===== config.mk =====
export PLATFORM = sky130hd
export DESIGN_NAME = uart_rx_flex
export DESIGN_NICKNAME = d
export VERILOG_FILES = /design/src/rtl/flex_uart_pkg.sv /design/src/rtl/bit_synchronizer.sv /design/src/rtl/rx_fifo.sv /design/src/rtl/uart_rx_flex.sv
export SDC_FILE = /design/constraint.sdc
export NUM_CORES = 1
export LEC_CHECK = 0
export ABC_AREA = 1
export CAP_MARGIN = 30
export CORE_AREA = 5 5 109 111
export DETAILED_ROUTE_END_ITERATION = 10
export DIE_AREA = 0 0 114 116
export PLACE_DENSITY = 0.48
export SLEW_MARGIN = 10
export SYNTH_ARGS = -nofsm -noshare
export SYNTH_HDL_FRONTEND = slang
export SYNTH_SLANG_ARGS = --single-unit

===== constraint.sdc =====
create_clock -name clk -period 2.8 [get_ports clk]
set_input_delay 0.56 -clock clk [delete_from_list [all_inputs] [get_ports clk]]
set_output_delay 0.56 -clock clk [all_outputs]
set_load 0.02 [all_outputs]

===== src/rtl/flex_uart_pkg.sv =====
// Shared types for the flexible UART receiver: parity selection and receiver FSM states.
package flex_uart_pkg;

    typedef enum logic [1:0] {
        PAR_NONE = 2'b00,
        PAR_EVEN = 2'b01,
        PAR_ODD  = 2'b10
    } parity_mode_e;

    typedef enum logic [2:0] {
        IDLE,
        START,
        DATA,
        PARITY,
        STOP1,
        STOP2
    } rx_state_e;

    // Code 2'b11 has no meaning of its own and behaves like "no parity".
    function automatic parity_mode_e decode_parity(input logic [1:0] mode);
        case (mode)
            2'b01:   return PAR_EVEN;
            2'b10:   return PAR_ODD;
            default: return PAR_NONE;
        endcase
    endfunction

endpackage


===== src/rtl/bit_synchronizer.sv =====
// Multi-stage flop synchronizer for asynchronous level inputs, with a selectable reset value.
module bit_synchronizer #(
    parameter int               WIDTH     = 1,
    parameter int               STAGES    = 2,
    parameter logic [WIDTH-1:0] RESET_VAL = '0
) (
    input  logic             clk,
    input  logic             rst_n,
    input  logic [WIDTH-1:0] d,
    output logic [WIDTH-1:0] q
);

    logic [WIDTH-1:0] sync_reg [STAGES];

    always_ff @(posedge clk or negedge rst_n) begin
        if (!rst_n) begin
            for (int i = 0; i < STAGES; i++) begin
                sync_reg[i] <= RESET_VAL;
            end
        end else begin
            sync_reg[0] <= d;
            for (int i = 1; i < STAGES; i++) begin
                sync_reg[i] <= sync_reg[i-1];
            end
        end
    end

    assign q = sync_reg[STAGES-1];

endmodule


===== src/rtl/rx_fifo.sv =====
// Show-ahead receive FIFO; the head entry is presented whenever the FIFO is non-empty.
module rx_fifo #(
    parameter int WIDTH = 10,
    parameter int DEPTH = 4
) (
    input  logic                     clk,
    input  logic                     rst_n,
    input  logic                     wr_en,
    input  logic [WIDTH-1:0]         wr_data,
    input  logic                     rd_en,
    output logic [WIDTH-1:0]         rd_data,
    output logic                     empty,
    output logic                     full,
    output logic [$clog2(DEPTH):0]   count
);

    localparam int AW = $clog2(DEPTH);

    logic [WIDTH-1:0] mem [DEPTH];
    logic [AW:0]      wr_ptr_reg;
    logic [AW:0]      rd_ptr_reg;
    logic             do_wr;
    logic             do_rd;

    // Pointers carry one extra wrap bit so full and empty are distinguishable.
    assign count   = wr_ptr_reg - rd_ptr_reg;
    assign empty   = (count == '0);
    assign full    = (count == (AW+1)'(DEPTH));
    assign do_rd   = rd_en && !empty;
    assign do_wr   = wr_en && (!full || do_rd);
    assign rd_data = empty ? '0 : mem[rd_ptr_reg[AW-1:0]];

    always_ff @(posedge clk or negedge rst_n) begin
        if (!rst_n) begin
            wr_ptr_reg <= '0;
            rd_ptr_reg <= '0;
        end else begin
            if (do_wr) wr_ptr_reg <= wr_ptr_reg + 1'b1;
            if (do_rd) rd_ptr_reg <= rd_ptr_reg + 1'b1;
        end
    end

    always_ff @(posedge clk) begin
        if (do_wr) mem[wr_ptr_reg[AW-1:0]] <= wr_data;
    end

endmodule


===== src/rtl/uart_rx_flex.sv =====
// Oversampling UART receiver with runtime parity / stop-bit selection, error flags and a receive FIFO.
module uart_rx_flex
    import flex_uart_pkg::*;
#(
    parameter int DATA_BITS  = 8,
    parameter int OVERSAMPLE = 16,
    parameter int FIFO_DEPTH = 4
) (
    input  logic                          clk,
    input  logic                          rst_n,
    input  logic                          rx_in,
    input  logic [1:0]                    parity_mode,
    input  logic                          two_stop,
    input  logic                          rd_en,
    input  logic                          clear_errors,
    output logic [DATA_BITS-1:0]          rx_data,
    output logic                          rx_valid,
    output logic                          rx_perr,
    output logic                          rx_ferr,
    output logic                          framing_err,
    output logic                          parity_err,
    output logic                          overrun,
    output logic [$clog2(FIFO_DEPTH):0]   fifo_count
);

    localparam int              TW        = $clog2(OVERSAMPLE);
    localparam int              BW        = $clog2(DATA_BITS);
    localparam logic [TW-1:0]   TICK_LAST = TW'(OVERSAMPLE - 1);
    localparam logic [TW-1:0]   TICK_MID  = TW'(OVERSAMPLE / 2 - 1);
    localparam logic [BW-1:0]   BIT_LAST  = BW'(DATA_BITS - 1);

    logic                   rx_sync;
    rx_state_e              state_reg;
    logic [TW-1:0]          tick_reg;
    logic [BW-1:0]          bit_cnt_reg;
    logic [DATA_BITS-1:0]   shift_reg;
    logic                   par_acc_reg;
    logic                   perr_reg;
    logic                   ferr_reg;
    parity_mode_e           par_mode_reg;
    logic                   two_stop_reg;
    logic                   framing_err_reg;
    logic                   parity_err_reg;
    logic                   overrun_reg;

    logic                   sample;
    logic                   frame_done;
    logic                   frame_ferr;
    logic                   fifo_full;
    logic                   fifo_empty;
    logic [DATA_BITS+1:0]   fifo_rd_data;

    bit_synchronizer #(
        .WIDTH     (1),
        .STAGES    (2),
        .RESET_VAL (1'b1)
    ) u_sync (
        .clk   (clk),
        .rst_n (rst_n),
        .d     (rx_in),
        .q     (rx_sync)
    );

    // The tick counter restarts on the start edge, so mid-bit lands on TICK_MID in every bit.
    assign sample     = (state_reg != IDLE) && (tick_reg == TICK_MID);
    assign frame_done = sample && ((state_reg == STOP1 && !two_stop_reg) || state_reg == STOP2);
    assign frame_ferr = ferr_reg | ~rx_sync;

    always_ff @(posedge clk or negedge rst_n) begin
        if (!rst_n) begin
            state_reg    <= IDLE;
            tick_reg     <= '0;
            bit_cnt_reg  <= '0;
            shift_reg    <= '0;
            par_acc_reg  <= 1'b0;
            perr_reg     <= 1'b0;
            ferr_reg     <= 1'b0;
            par_mode_reg <= PAR_NONE;
            two_stop_reg <= 1'b0;
        end else begin
            if (state_reg == IDLE) tick_reg <= '0;
            else                   tick_reg <= (tick_reg == TICK_LAST) ? '0 : tick_reg + 1'b1;

            case (state_reg)
                IDLE: begin
                    if (!rx_sync) state_reg <= START;
                end
                START: begin
                    if (sample) begin
                        if (rx_sync) begin
                            state_reg <= IDLE;
                        end else begin
                            state_reg    <= DATA;
                            par_mode_reg <= decode_parity(parity_mode);
                            two_stop_reg <= two_stop;
                            bit_cnt_reg  <= '0;
                            par_acc_reg  <= 1'b0;
                            perr_reg     <= 1'b0;
                            ferr_reg     <= 1'b0;
                        end
                    end
                end
                DATA: begin
                    if (sample) begin
                        shift_reg   <= {rx_sync, shift_reg[DATA_BITS-1:1]};
                        par_acc_reg <= par_acc_reg ^ rx_sync;
                        bit_cnt_reg <= bit_cnt_reg + 1'b1;
                        if (bit_cnt_reg == BIT_LAST)
                            state_reg <= (par_mode_reg == PAR_NONE) ? STOP1 : PARITY;
                    end
                end
                PARITY: begin
                    if (sample) begin
                        perr_reg  <= (par_mode_reg == PAR_EVEN) ? (par_acc_reg ^ rx_sync)
                                                                : ~(par_acc_reg ^ rx_sync);
                        state_reg <= STOP1;
                    end
                end
                STOP1: begin
                    if (sample) begin
                        if (!rx_sync) ferr_reg <= 1'b1;
                        state_reg <= two_stop_reg ? STOP2 : IDLE;
                    end
                end
                STOP2: begin
                    if (sample) state_reg <= IDLE;
                end
                default: state_reg <= IDLE;
            endcase
        end
    end

    // Sticky flags: a new error on the write cycle wins over a simultaneous clear.
    always_ff @(posedge clk or negedge rst_n) begin
        if (!rst_n) begin
            framing_err_reg <= 1'b0;
            parity_err_reg  <= 1'b0;
            overrun_reg     <= 1'b0;
        end else begin
            if (frame_done && frame_ferr)  framing_err_reg <= 1'b1;
            else if (clear_errors)         framing_err_reg <= 1'b0;
            if (frame_done && perr_reg)    parity_err_reg  <= 1'b1;
            else if (clear_errors)         parity_err_reg  <= 1'b0;
            if (frame_done && fifo_full && !rd_en) overrun_reg <= 1'b1;
            else if (clear_errors)                 overrun_reg <= 1'b0;
        end
    end

    rx_fifo #(
        .WIDTH (DATA_BITS + 2),
        .DEPTH (FIFO_DEPTH)
    ) u_fifo (
        .clk     (clk),
        .rst_n   (rst_n),
        .wr_en   (frame_done),
        .wr_data ({perr_reg, frame_ferr, shift_reg}),
        .rd_en   (rd_en),
        .rd_data (fifo_rd_data),
        .empty   (fifo_empty),
        .full    (fifo_full),
        .count   (fifo_count)
    );

    assign rx_data     = fifo_rd_data[DATA_BITS-1:0];
    assign rx_ferr     = fifo_rd_data[DATA_BITS];
    assign rx_perr     = fifo_rd_data[DATA_BITS+1];
    assign rx_valid    = !fifo_empty;
    assign framing_err = framing_err_reg;
    assign parity_err  = parity_err_reg;
    assign overrun     = overrun_reg;

endmodule


==> results of run 1 <==
synth_stat cells:
master,n
nand2_1,81
nor2_1,47
o21ai_0,47
inv_1,44
edfxtp_1,40
dfrtp_1,33
nand3_1,23
ha_1,9
clkbuf_1,4
xor2_1,4
buf_1,2
dfstp_2,2
nand2_2,2
nand4_1,2
nor2_2,2
nor2_4,2
buf_2,1
buf_6,1
fa_1,1
inv_2,1
nor3_4,1
or2_0,1
or2_2,1
xnor2_1,1
final cells by class:
cell class,instances,area share (%)
Sequential cell,75,51.2
Multi-Input combinational cell,224,27.4
Timing Repair Buffer,39,8.14
Tap cell,140,4.32
Inverter,45,4.16
Clock buffer,9,3.05
Clock inverter,7,1.66
routing by layer:
metal	wire length, µm	track usage (%)
met1	3220	14.1
met4	97	4.04
met3	210	3.03
met2	3150	17.5
met5	0	0
worst max-delay path, cell delays in order (launching register included):
cell and delay [ns]:
dfrtp_1 0.39, ha_2 0.19, fa_1 0.54, nand2_2 0.07, inv_2 0.07, nand3_4 0.11
clkbuf_16 0.18, nand2_1 0.07, inv_1 0.03, buf_2 0.15
power by group:
| group | switching [µW] | total, µW | internal (µW) | leakage (µW) |
|---|---|---|---|---|
| Combinational | 990 | 1600 | 609 | 0.000902 |
| Clock | 456 | 802 | 346 | 0.0000958 |
| Sequential | 92.7 | 1340 | 1250 | 0.000805 |
| Total | 1540 | 3750 | 2210 | 0.00180 |
worst max path at each step:
stage                               from          endpoint  slack [ns]  depth (start not counted)
floorplan           u_fifo.wr_ptr_reg[0]        rx_data[0]        0.41                          9
global placement    u_fifo.rd_ptr_reg[0]  u_fifo.mem[1][0]        0.11                          9
detailed placement  u_fifo.rd_ptr_reg[0]        rx_data[3]        0.09                          9
CTS                 u_fifo.rd_ptr_reg[0]        rx_data[7]       0.008                          9
global route        u_fifo.rd_ptr_reg[0]           rx_ferr       -0.02                          9
finish              u_fifo.rd_ptr_reg[0]        rx_data[7]         0.1                          9
logic make-up (layout without fill, tap and decap cells):
logic type,count (synthesis),after routing,synth area share [%]
and+or+nand+nor,162,162,20.2
DFF,75,75,61.5
buffers and inverters,53,100,6.14
AOI/OAI and AO/OA,47,47,6.95
adders and majority gates,10,10,3.92
xor gates and xnor gates,5,5,1.29
what timing repair did:
| action | 4_1_cts | 5_1_grt |
|---|---|---|
| resized for setup | 31 | 21 |
| pin swaps | 0 | 1 |
| gates cloned | 0 | 1 |
| setup endpoints to repair | 11 | 12 |
per-stage QoR:
step | instances | setup WS (ns)
floorplan | 352 | 0.415
finish | 539 | 0.0998
detailed placement | 520 | 0.0898
global route | 539 | -0.0237
global placement | 518 | 0.112
CTS | 536 | 0.00811
placed cells by master (no fill, tap or decap), types with 2 or more instances in the layout:
master,n
buf_2,9
buf_4,15
nand2_2,3
clkinv_4,2
dfrtp_1,33
nand4_1,2
nor2_4,2
clkbuf_8,9
clkdlybuf4s50_1,11
xor2_1,4
o21ai_0,47
inv_2,3
nor2_1,47
edfxtp_1,40
dfstp_2,2
nand2_1,80
inv_1,42
inv_8,3
nand3_1,22
nor2_2,2
ha_1,8
==> impl_metrics.env, run 1 <==
export IMPL_die_h_um=116
export IMPL_fillers=1099
export IMPL_netlist_top_cells_area="edfxtp_1, dfrtp_1, nand2_1"
export IMPL_crit_path_start_kind="flop"
export IMPL_cp_max_fo=7
export IMPL_syn_inst=352
export IMPL_cts_tree="done"
export IMPL_dpl_cell_area_um2=3860
export IMPL_track_usage_pct=10.9
export IMPL_ios=25
export IMPL_die_x_um=114
export IMPL_gr_total_overflow=0
export IMPL_max_freq_ghz=0.370
export IMPL_rows=38
export IMPL_fin_util_pct=37.9
export IMPL_synth_fp_nets=370
export IMPL_synth_top_area_share_pct=35.5
export IMPL_ys_warn_count=0
export IMPL_postCtsHoldBufs=0
export IMPL_leakagePower_uw=0.00180
export IMPL_multiInputGateArea_um2=1110
export IMPL_r2r_end="u_fifo.mem[0][6]"
export IMPL_num_antenna_cells=0
export IMPL_crit_type="flop to output port"
export IMPL_largest_reg_flops=40
export IMPL_required_ns=2.24
export IMPL_power_density_nw_per_um2=923
export IMPL_holdWs_ns=0.304
export IMPL_synth_top_cell_by_area="edfxtp_1"
export IMPL_layout_drive_gt1_share_pct=14.8
export IMPL_grt_pass1_wl_mm=11.2
export IMPL_wirelength_mm=6.68
export IMPL_port_buffers=24
export IMPL_finalClockSkew_ns=0.0102
export IMPL_hold_class="input port to asynchronous set/reset pin"
export IMPL_first_pass_iters=4
export IMPL_r2r_start="u_fifo.rd_ptr_reg[0]"
export IMPL_drt_iter0_drc=98
export IMPL_grt_max_degree=36
export IMPL_reg2reg_slack_ns=0.37
export IMPL_status="finished clean"
export IMPL_gp_congestion=0.774
export IMPL_fin_nets=412
export IMPL_drc=0
export IMPL_end_kind="output port"
export IMPL_tightest_slew_ns=0.817
export IMPL_maxSlewViolCount=0
export IMPL_path_clk_slew_ns=0.09
export IMPL_slew_limit_headroom_pct=45.5
export IMPL_post_dp_hpwl_mm=4.37
export IMPL_ys_seq_area_share_pct=61.5
export IMPL_clock_sinks=75
export IMPL_rsz0062_at_grt="true"
export IMPL_drv_cap=0
export IMPL_syn2layout_area_growth_pct=20.0
export IMPL_peakVddDrop_mv=0.449
export IMPL_coreArea_um2=10700
export IMPL_ys_types=24
export IMPL_finalSetupTns_ns=0
export IMPL_root_buffer="clkbuf_8"
export IMPL_yosys_register_bits=75
export IMPL_final_hold_violation_count=0
export IMPL_cts_max_level=3
export IMPL_cts_buffers=9
export IMPL_cts_max_path_buffers=2
export IMPL_insertion_delay_ns=0.35
export IMPL_ff2ff_path_depth=10
export IMPL_initial_core_util_pct=31.6
export IMPL_power_uw=3750
export IMPL_grt_pass1_vias=2266
export IMPL_via_per_inst=4.33
export IMPL_syn_cell_area_um2=3380
export IMPL_synth_avg_cell_area_um2=9.61
export IMPL_cts_setup_buffers=0
export IMPL_fin_crit_sh_pct=96.4
export IMPL_worstPathArrival_ns=2.14
export IMPL_antenna_found_initial=0
export IMPL_die_area_um2=13200
export IMPL_vias=2332
export IMPL_setup_viol=0
export IMPL_final_seq_area_um2=2080
export IMPL_period_minus_slack_ns=2.70
export IMPL_stdcell_area_um2=4060
export IMPL_ant_nets=0
export IMPL_routedWlPerCell_um=12.4
(Power assumes the default switching activity.)
==> inputs of run 2 (changes only) <==
- ABC_CLOCK_PERIOD_IN_PS: not set -> 2800
==> results of run 2 <==
Same layout as run 1: the final DEF is identical, and so are final timing and power.
